===== src/rtl/lag_wrr_tree_arbiter_pkg.sv =====
// Shared widths and helper functions for the LAG weighted tree arbiter.
package lag_arb_pkg;

    // Upper bound on any flattened vector handed to the helpers below.
    localparam int unsigned MAX_BITS = 256;

    // Index width that stays at least one bit for single-entry pools.
    function automatic int unsigned idx_w(input int unsigned n);
        return (n > 1) ? $clog2(n) : 1;
    endfunction

    localparam int unsigned DEF_SIZE      = 20;
    localparam int unsigned DEF_GROUPSIZE = 4;
    localparam int unsigned GIDX_W        = idx_w(DEF_SIZE / DEF_GROUPSIZE);
    localparam int unsigned LIDX_W        = idx_w(DEF_GROUPSIZE);

    // Effective burst weight of group g; a zero field behaves as one.
    function automatic int unsigned weight_field(input logic [MAX_BITS-1:0] w,
                                                 input int unsigned g,
                                                 input int unsigned ww);
        int unsigned f;
        f = 0;
        for (int unsigned b = 0; b < ww; b++) begin
            if (w[g*ww + b]) f = f | (32'd1 << b);
        end
        return (f == 0) ? 1 : f;
    endfunction

    function automatic logic [MAX_BITS-1:0] idx2oh(input int unsigned i);
        logic [MAX_BITS-1:0] v;
        v    = '0;
        v[i] = 1'b1;
        return v;
    endfunction

    function automatic int unsigned oh2idx(input logic [MAX_BITS-1:0] v);
        int unsigned r;
        r = 0;
        for (int unsigned i = 0; i < MAX_BITS; i++) begin
            if (v[i]) r = i;
        end
        return r;
    endfunction

endpackage


===== src/rtl/lag_wrr_tree_arbiter_if.sv =====
// Request/grant bundle between requesters and the weighted tree arbiter.
interface lag_wrr_tree_arbiter_if #(
    parameter int unsigned SIZE      = 20,
    parameter int unsigned GROUPSIZE = 4,
    parameter int unsigned WEIGHT_W  = 4
);
    localparam int unsigned NUMGROUPS = SIZE / GROUPSIZE;

    logic [SIZE-1:0]               request;
    logic [NUMGROUPS*WEIGHT_W-1:0] weight;
    logic                          success;
    logic                          lock;
    logic [SIZE-1:0]               grant;
    logic                          grant_valid;
    logic                          held;

    modport master (output request, weight, success, lock,
                    input  grant, grant_valid, held);
    modport slave  (input  request, weight, success, lock,
                    output grant, grant_valid, held);
endinterface


===== src/rtl/lag_wrr_tree_arbiter_rr.sv =====
// Combinational pointer-based round-robin pick over N requests.
module rr_ptr_arb
    import lag_arb_pkg::*;
#(
    parameter  int unsigned N  = 4,
    localparam int unsigned PW = idx_w(N)
) (
    input  logic [PW-1:0] ptr,
    input  logic [N-1:0]  req,
    output logic [N-1:0]  gnt,
    output logic [PW-1:0] idx
);

    // First requester at or above ptr, wrapping modulo N.
    always_comb begin
        int unsigned j;
        logic        found;
        gnt   = '0;
        idx   = '0;
        found = 1'b0;
        j     = 0;
        for (int unsigned k = 0; k < N; k++) begin
            j = (32'(ptr) + k) % N;
            if (!found && req[j]) begin
                found  = 1'b1;
                gnt[j] = 1'b1;
                idx    = PW'(j);
            end
        end
    end

endmodule


===== src/rtl/lag_wrr_tree_arbiter.sv =====
// Two-level tree arbiter: per-group round robin, weighted round robin
// between groups, and an optional grant hold for multi-beat transfers.
module lag_wrr_tree_arbiter
    import lag_arb_pkg::*;
#(
    parameter int unsigned SIZE      = 20,
    parameter int unsigned GROUPSIZE = 4,
    parameter int unsigned WEIGHT_W  = 4,
    parameter int unsigned HOLD_EN   = 1
) (
    input logic                   clk,
    input logic                   rst_n,
    lag_wrr_tree_arbiter_if.slave bus
);
    localparam int unsigned NUMGROUPS = SIZE / GROUPSIZE;
    localparam int unsigned G_W       = idx_w(NUMGROUPS);
    localparam int unsigned L_W       = idx_w(GROUPSIZE);
    localparam int unsigned I_W       = idx_w(SIZE);

    logic [L_W-1:0]       rr_ptr [NUMGROUPS];
    logic [L_W-1:0]       rr_nxt [NUMGROUPS];
    logic [G_W-1:0]       gptr, gptr_nxt;
    logic [WEIGHT_W-1:0]  cnt, cnt_nxt;
    logic                 held_q, held_nxt;
    logic [I_W-1:0]       held_idx, held_idx_nxt;

    logic [GROUPSIZE-1:0] grp_gnt [NUMGROUPS];
    logic [L_W-1:0]       grp_idx [NUMGROUPS];
    logic [NUMGROUPS-1:0] grp_any, win_oh;
    logic [G_W-1:0]       win, upd_grp;
    logic [SIZE-1:0]      arb_grant, grant_int;
    logic [I_W-1:0]       arb_idx, cur_idx;
    logic [L_W-1:0]       cur_local;
    logic [MAX_BITS-1:0]  weight_ext, held_oh;
    logic                 hold_live, lock_eff, do_upd;

    for (genvar g = 0; g < NUMGROUPS; g++) begin : g_grp
        assign grp_any[g] = |bus.request[g*GROUPSIZE +: GROUPSIZE];
        rr_ptr_arb #(.N(GROUPSIZE)) u_grp (
            .ptr (rr_ptr[g]),
            .req (bus.request[g*GROUPSIZE +: GROUPSIZE]),
            .gnt (grp_gnt[g]),
            .idx (grp_idx[g])
        );
    end

    rr_ptr_arb #(.N(NUMGROUPS)) u_sel (
        .ptr (gptr),
        .req (grp_any),
        .gnt (win_oh),
        .idx (win)
    );

    assign lock_eff  = (HOLD_EN != 0) && bus.lock;
    assign hold_live = held_q && bus.request[held_idx];

    // Combine the winning group's pick into the flat grant; a live hold overrides it.
    always_comb begin
        arb_grant  = '0;
        arb_idx    = '0;
        for (int unsigned g = 0; g < NUMGROUPS; g++) begin
            if (win_oh[g]) begin
                arb_grant[g*GROUPSIZE +: GROUPSIZE] = grp_gnt[g];
                arb_idx = I_W'(g*GROUPSIZE) + I_W'(grp_idx[g]);
            end
        end
        held_oh    = idx2oh(32'(held_idx));
        weight_ext = '0;
        weight_ext[NUMGROUPS*WEIGHT_W-1:0] = bus.weight;
        grant_int  = hold_live ? held_oh[SIZE-1:0] : arb_grant;
        cur_idx    = hold_live ? held_idx : arb_idx;
        upd_grp    = hold_live ? G_W'(32'(held_idx) / GROUPSIZE) : win;
        cur_local  = L_W'(32'(cur_idx) % GROUPSIZE);
    end

    assign bus.grant       = grant_int;
    assign bus.grant_valid = |bus.request;
    assign bus.held        = held_q;

    // Next state: lock entry freezes pointers; the burst's release applies one normal update.
    always_comb begin
        int unsigned base;
        rr_nxt       = rr_ptr;
        gptr_nxt     = gptr;
        cnt_nxt      = cnt;
        held_nxt     = hold_live;
        held_idx_nxt = held_idx;
        do_upd       = 1'b0;
        base         = 0;
        if (bus.success && (|grant_int)) begin
            if (hold_live) begin
                if (!lock_eff) begin
                    held_nxt = 1'b0;
                    do_upd   = 1'b1;
                end
            end else if (lock_eff && !held_q) begin
                held_nxt     = 1'b1;
                held_idx_nxt = cur_idx;
            end else begin
                do_upd = 1'b1;
            end
        end
        if (do_upd) begin
            rr_nxt[upd_grp] = L_W'((32'(cur_local) + 1) % GROUPSIZE);
            base = (upd_grp == gptr) ? 32'(cnt) : 0;
            if (base + 1 >= weight_field(weight_ext, 32'(upd_grp), WEIGHT_W)) begin
                gptr_nxt = G_W'((32'(upd_grp) + 1) % NUMGROUPS);
                cnt_nxt  = '0;
            end else begin
                gptr_nxt = upd_grp;
                cnt_nxt  = WEIGHT_W'(base + 1);
            end
        end
    end

    // Arbitration state register with asynchronous clear.
    always_ff @(posedge clk or negedge rst_n) begin
        if (!rst_n) begin
            for (int unsigned g = 0; g < NUMGROUPS; g++) rr_ptr[g] <= '0;
            gptr     <= '0;
            cnt      <= '0;
            held_q   <= 1'b0;
            held_idx <= '0;
        end else begin
            rr_ptr   <= rr_nxt;
            gptr     <= gptr_nxt;
            cnt      <= cnt_nxt;
            held_q   <= held_nxt;
            held_idx <= held_idx_nxt;
        end
    end

endmodule


===== src/flat_wrapper.sv =====
// flat-port wrapper written by rule: the top's interface ports become plain ports
module lag_wrr_tree_arbiter_flat import lag_arb_pkg::*;
#(
    parameter int unsigned SIZE      = 20,
    parameter int unsigned GROUPSIZE = 4,
    parameter int unsigned WEIGHT_W  = 4,
    parameter int unsigned HOLD_EN   = 1
)
  (clk, rst_n, bus_request, bus_weight, bus_success, bus_lock, bus_grant, bus_grant_valid, bus_held);
  lag_wrr_tree_arbiter_if #(.SIZE(SIZE), .GROUPSIZE(GROUPSIZE), .WEIGHT_W(WEIGHT_W)) bus_i ();
  input logic clk;
  input logic rst_n;
  input wire logic [$bits(bus_i.request)-1:0] bus_request;
  input wire logic [$bits(bus_i.weight)-1:0] bus_weight;
  input wire logic [$bits(bus_i.success)-1:0] bus_success;
  input wire logic [$bits(bus_i.lock)-1:0] bus_lock;
  output wire logic [$bits(bus_i.grant)-1:0] bus_grant;
  output wire logic [$bits(bus_i.grant_valid)-1:0] bus_grant_valid;
  output wire logic [$bits(bus_i.held)-1:0] bus_held;
  assign bus_i.request = bus_request;
  assign bus_i.weight = bus_weight;
  assign bus_i.success = bus_success;
  assign bus_i.lock = bus_lock;
  assign bus_grant = bus_i.grant;
  assign bus_grant_valid = bus_i.grant_valid;
  assign bus_held = bus_i.held;
  lag_wrr_tree_arbiter #(.SIZE(SIZE), .GROUPSIZE(GROUPSIZE), .WEIGHT_W(WEIGHT_W), .HOLD_EN(HOLD_EN)) u_core (.clk(clk), .rst_n(rst_n), .bus(bus_i));
endmodule

===== config.mk =====
export PLATFORM = sky130hd
export DESIGN_NAME = lag_wrr_tree_arbiter_flat
export DESIGN_NICKNAME = d
export VERILOG_FILES = /design/src/rtl/lag_wrr_tree_arbiter_pkg.sv /design/src/rtl/lag_wrr_tree_arbiter_if.sv /design/src/rtl/lag_wrr_tree_arbiter_rr.sv /design/src/rtl/lag_wrr_tree_arbiter.sv /design/src/flat_wrapper.sv
export SDC_FILE = /design/constraint.sdc
export NUM_CORES = 1
export LEC_CHECK = 0
export ABC_AREA = 1
export CORE_ASPECT_RATIO = 0.6
export CORE_MARGIN = 5
export CORE_UTILIZATION = 64
export CTS_CLUSTER_SIZE = 8
export DETAILED_ROUTE_END_ITERATION = 12
export PLACE_DENSITY_LB_ADDON = 0.3
export SKIP_CTS_REPAIR_TIMING = 1
export SLEW_MARGIN = 20
export SYNTH_ARGS = -nofsm -noshare
export SYNTH_HDL_FRONTEND = slang
export SYNTH_SLANG_ARGS = --single-unit

===== constraint.sdc =====
create_clock -name clk -period 9.95 [get_ports clk]
set_input_delay 1.99 -clock clk [delete_from_list [all_inputs] [get_ports clk]]
set_output_delay 1.99 -clock clk [all_outputs]
set_load 0.005 [all_outputs]

==> results.ini <==
[sta]
min_period_ns = 7.497
finalHoldViolations = 0
rsz0062_at_grt = no
worst_pin_slew_ns = 0.6853
period_share_pct = 75.35
setup_viol = 0
finalMaxSlewViolations = 0
max-slew-margin-rel_pct = 53.89
tns_ns = 0
finClkSkew_ns = 0.003852
fin_ws_ns = 2.453
max_clock_freq_mhz = 133.4

[finish]
utilization_pct = 73.38
diodes = 0
area_delta_synth_final_pct = 13.06
n_fill_cell = 835
ff_latch_area_sq_um = 575.6
multi_input_area_sq_um = 4892
drive_above_1_share_pct = 6.955
nets = 1300

[synth]
ys_types = 55
synth_seq_cells = 23
ys_async_sr_fraction_pct = 100.0
synth-edff-count = 0
yosys_warnings = 0
synth_nets = 1242
syn_avg_cell_area_sq_um = 5.634
synth.yosys.seq_area_share_pct = 9.105
yosysMostFrequentCell = nand2_1
syn_inst = 1122
synthTopCellsByArea = nand2_1, ha_1, inv_1, dfrtp_1, nor2_1
synth_top_area_share_pct = 20.25
synth_area_sq_um = 6321
synth_top_area_cell = nand2_1
synth-main-ff-cell = dfrtp_1
synthTopCellsByCount = nand2_1, inv_1, nor2_1

[global_route]
grt-ovfl-total = 0
grt_pass1_wl_mm = 29.78
gr-usage-all-layers_pct = 28.89
grt_pass1_vias = 6257
grt_max_degree = 25
antenna_found_initial = 0

[cts]
cts.sinks = 23
cts_tree = done
cts_made_buffers = 3
clk_pin_slew_ns = 0.06
htree_levels = 1
max-clock-path-buffers = 2
cts-root-buf = clkbuf_16
clk_latency_ns = 0.26

[critical_path]
arrival_ns = 5.51
worstPathRequired_ns = 7.96
crit_path_max_fanout = 11
critPathKind = primary input to primary output
end_kind = primary output
startpoint_type = primary input

[floorplan]
placeableCoreArea_sq_um = 9739
initial_core_util_pct = 64.90
num_rows = 28
pin_count = 66
die_x_um = 138.3
die-height_um = 86.98
die-area_sq_um = 12030

[routing]
drt_iter0_drc = 735
drt_wl_total_mm = 17.92
avgViaCountPerCell = 5.566
drc_errors = 0
postRouteAntennaNets = 0
first_pass_iters = 6
routedWlPerCell_um = 13.63
num_vias = 7314

[job]
cap_violations = 0

[min_path]
min_path_type = flip-flop to flip-flop

[place]
io_buffers = 65
place_ws_ns = 2.567
dpl.hpwl_mm = 14.59
place.gp.congestion = 1.035

[outcome]
status = finished clean

==> registers in the layout, summed over array words and instances (netlist names) <==
signal / count
u_core.rr_ptr: 10
u_core.held_idx: 5
u_core.cnt: 4
u_core.gptr: 3
u_core.bus.held: 1
==> final cells by class <==
| class | count | share of cell area (%) |
|---|---|---|
| clock buffer | 4 | 1.103 |
| inverter | 200 | 10.57 |
| multi-input combinational | 883 | 68.45 |
| sequential | 23 | 8.053 |
| tap | 135 | 2.363 |
| timing repair buffer | 69 | 9.454 |
==> cells in the final DEF (no fill, tap or decap), drive strengths merged, types with 2 or more instances in the layout <==
| cell | instances |
|---|---|
| nor2 | 130 |
| clkinv | 2 |
| nand3 | 80 |
| dfrtp | 23 |
| nand4 | 19 |
| buf | 5 |
| o31ai | 3 |
| o22ai | 14 |
| o21ai | 89 |
| nor4 | 4 |
| o21a | 5 |
| nand2 | 361 |
| xnor2 | 2 |
| or2 | 4 |
| clkdlybuf4s50 | 64 |
| o2111ai | 2 |
| xor2 | 8 |
| clkbuf | 4 |
| o211ai | 2 |
| a22oi | 2 |
| ha | 76 |
| o21bai | 3 |
| inv | 198 |
| a211oi | 4 |
| a221oi | 20 |
| nor3 | 18 |
| a21oi | 19 |
| nand3b | 3 |
| a21boi | 2 |
| and2 | 5 |
| a22o | 3 |
==> final timing paths <==
check | depth (start not counted) | slack [ns] | start | to
worst max-delay path | 14 | 2.45 | bus_request[5] | bus_grant[16]
worst min-delay path | 2 | 0.51 | u_core.cnt[0] | u_core.cnt[0]
worst max register to register | 41 | 3.14 | u_core.gptr[1] | u_core.cnt[3]
worst min register to register | 2 | 0.51 | u_core.cnt[0] | u_core.cnt[0]
max in group asynchronous | 1 | 7.90 | rst_n | u_core.held_idx[1]
min in group asynchronous | 1 | 1.70 | rst_n | u_core.cnt[3]
==> per-stage QoR <==
step	cell area (sq um)	hold slack, ns	std cells
after CTS	7152	0.5131	1314
after floorplan	6321	0.4707	1122
after global placement	7073	0.4921	1310
final	7147	0.5117	1314
after detailed placement	7073	0.4951	1310
after global routing	7147	0.5511	1314
==> kinds of logic (layout without fill, tap and decap cells) <==
family	count (synthesis)	in the layout	share of synthesized area (%)
fa+ha+maj	76	76	15.04
compound gates	172	172	17.30
buf+inv	216	273	13.50
flops	23	23	9.105
simple gates	625	625	43.67
xor+xnor	10	10	1.386
==> metal layers <==
metal	vias to the layer above	routed length, um	track usage [%]
met2	408	6989	41.64
met4	0	55	2.332
met5	-	0	0
met3	8	2393	7.789
li1	3732	-	-
met1	3166	8477	44.22
==> critical path: stages <==
cell and delay, ns:
clkdlybuf4s50_1 0.47, nor4_1 0.65, inv_1 0.30, nand2_1 0.13, o211ai_1 0.09, nand3_1 0.38
nand4_4 0.20, nor2_4 0.24, nand2_1 0.07, and2_1 0.15, nand3_2 0.16, a21oi_1 0.12
inv_1 0.07, clkdlybuf4s50_1 0.49
Power is not shown: default switching activity piles up to over one toggle a cycle in this logic, so the estimate is an artifact.
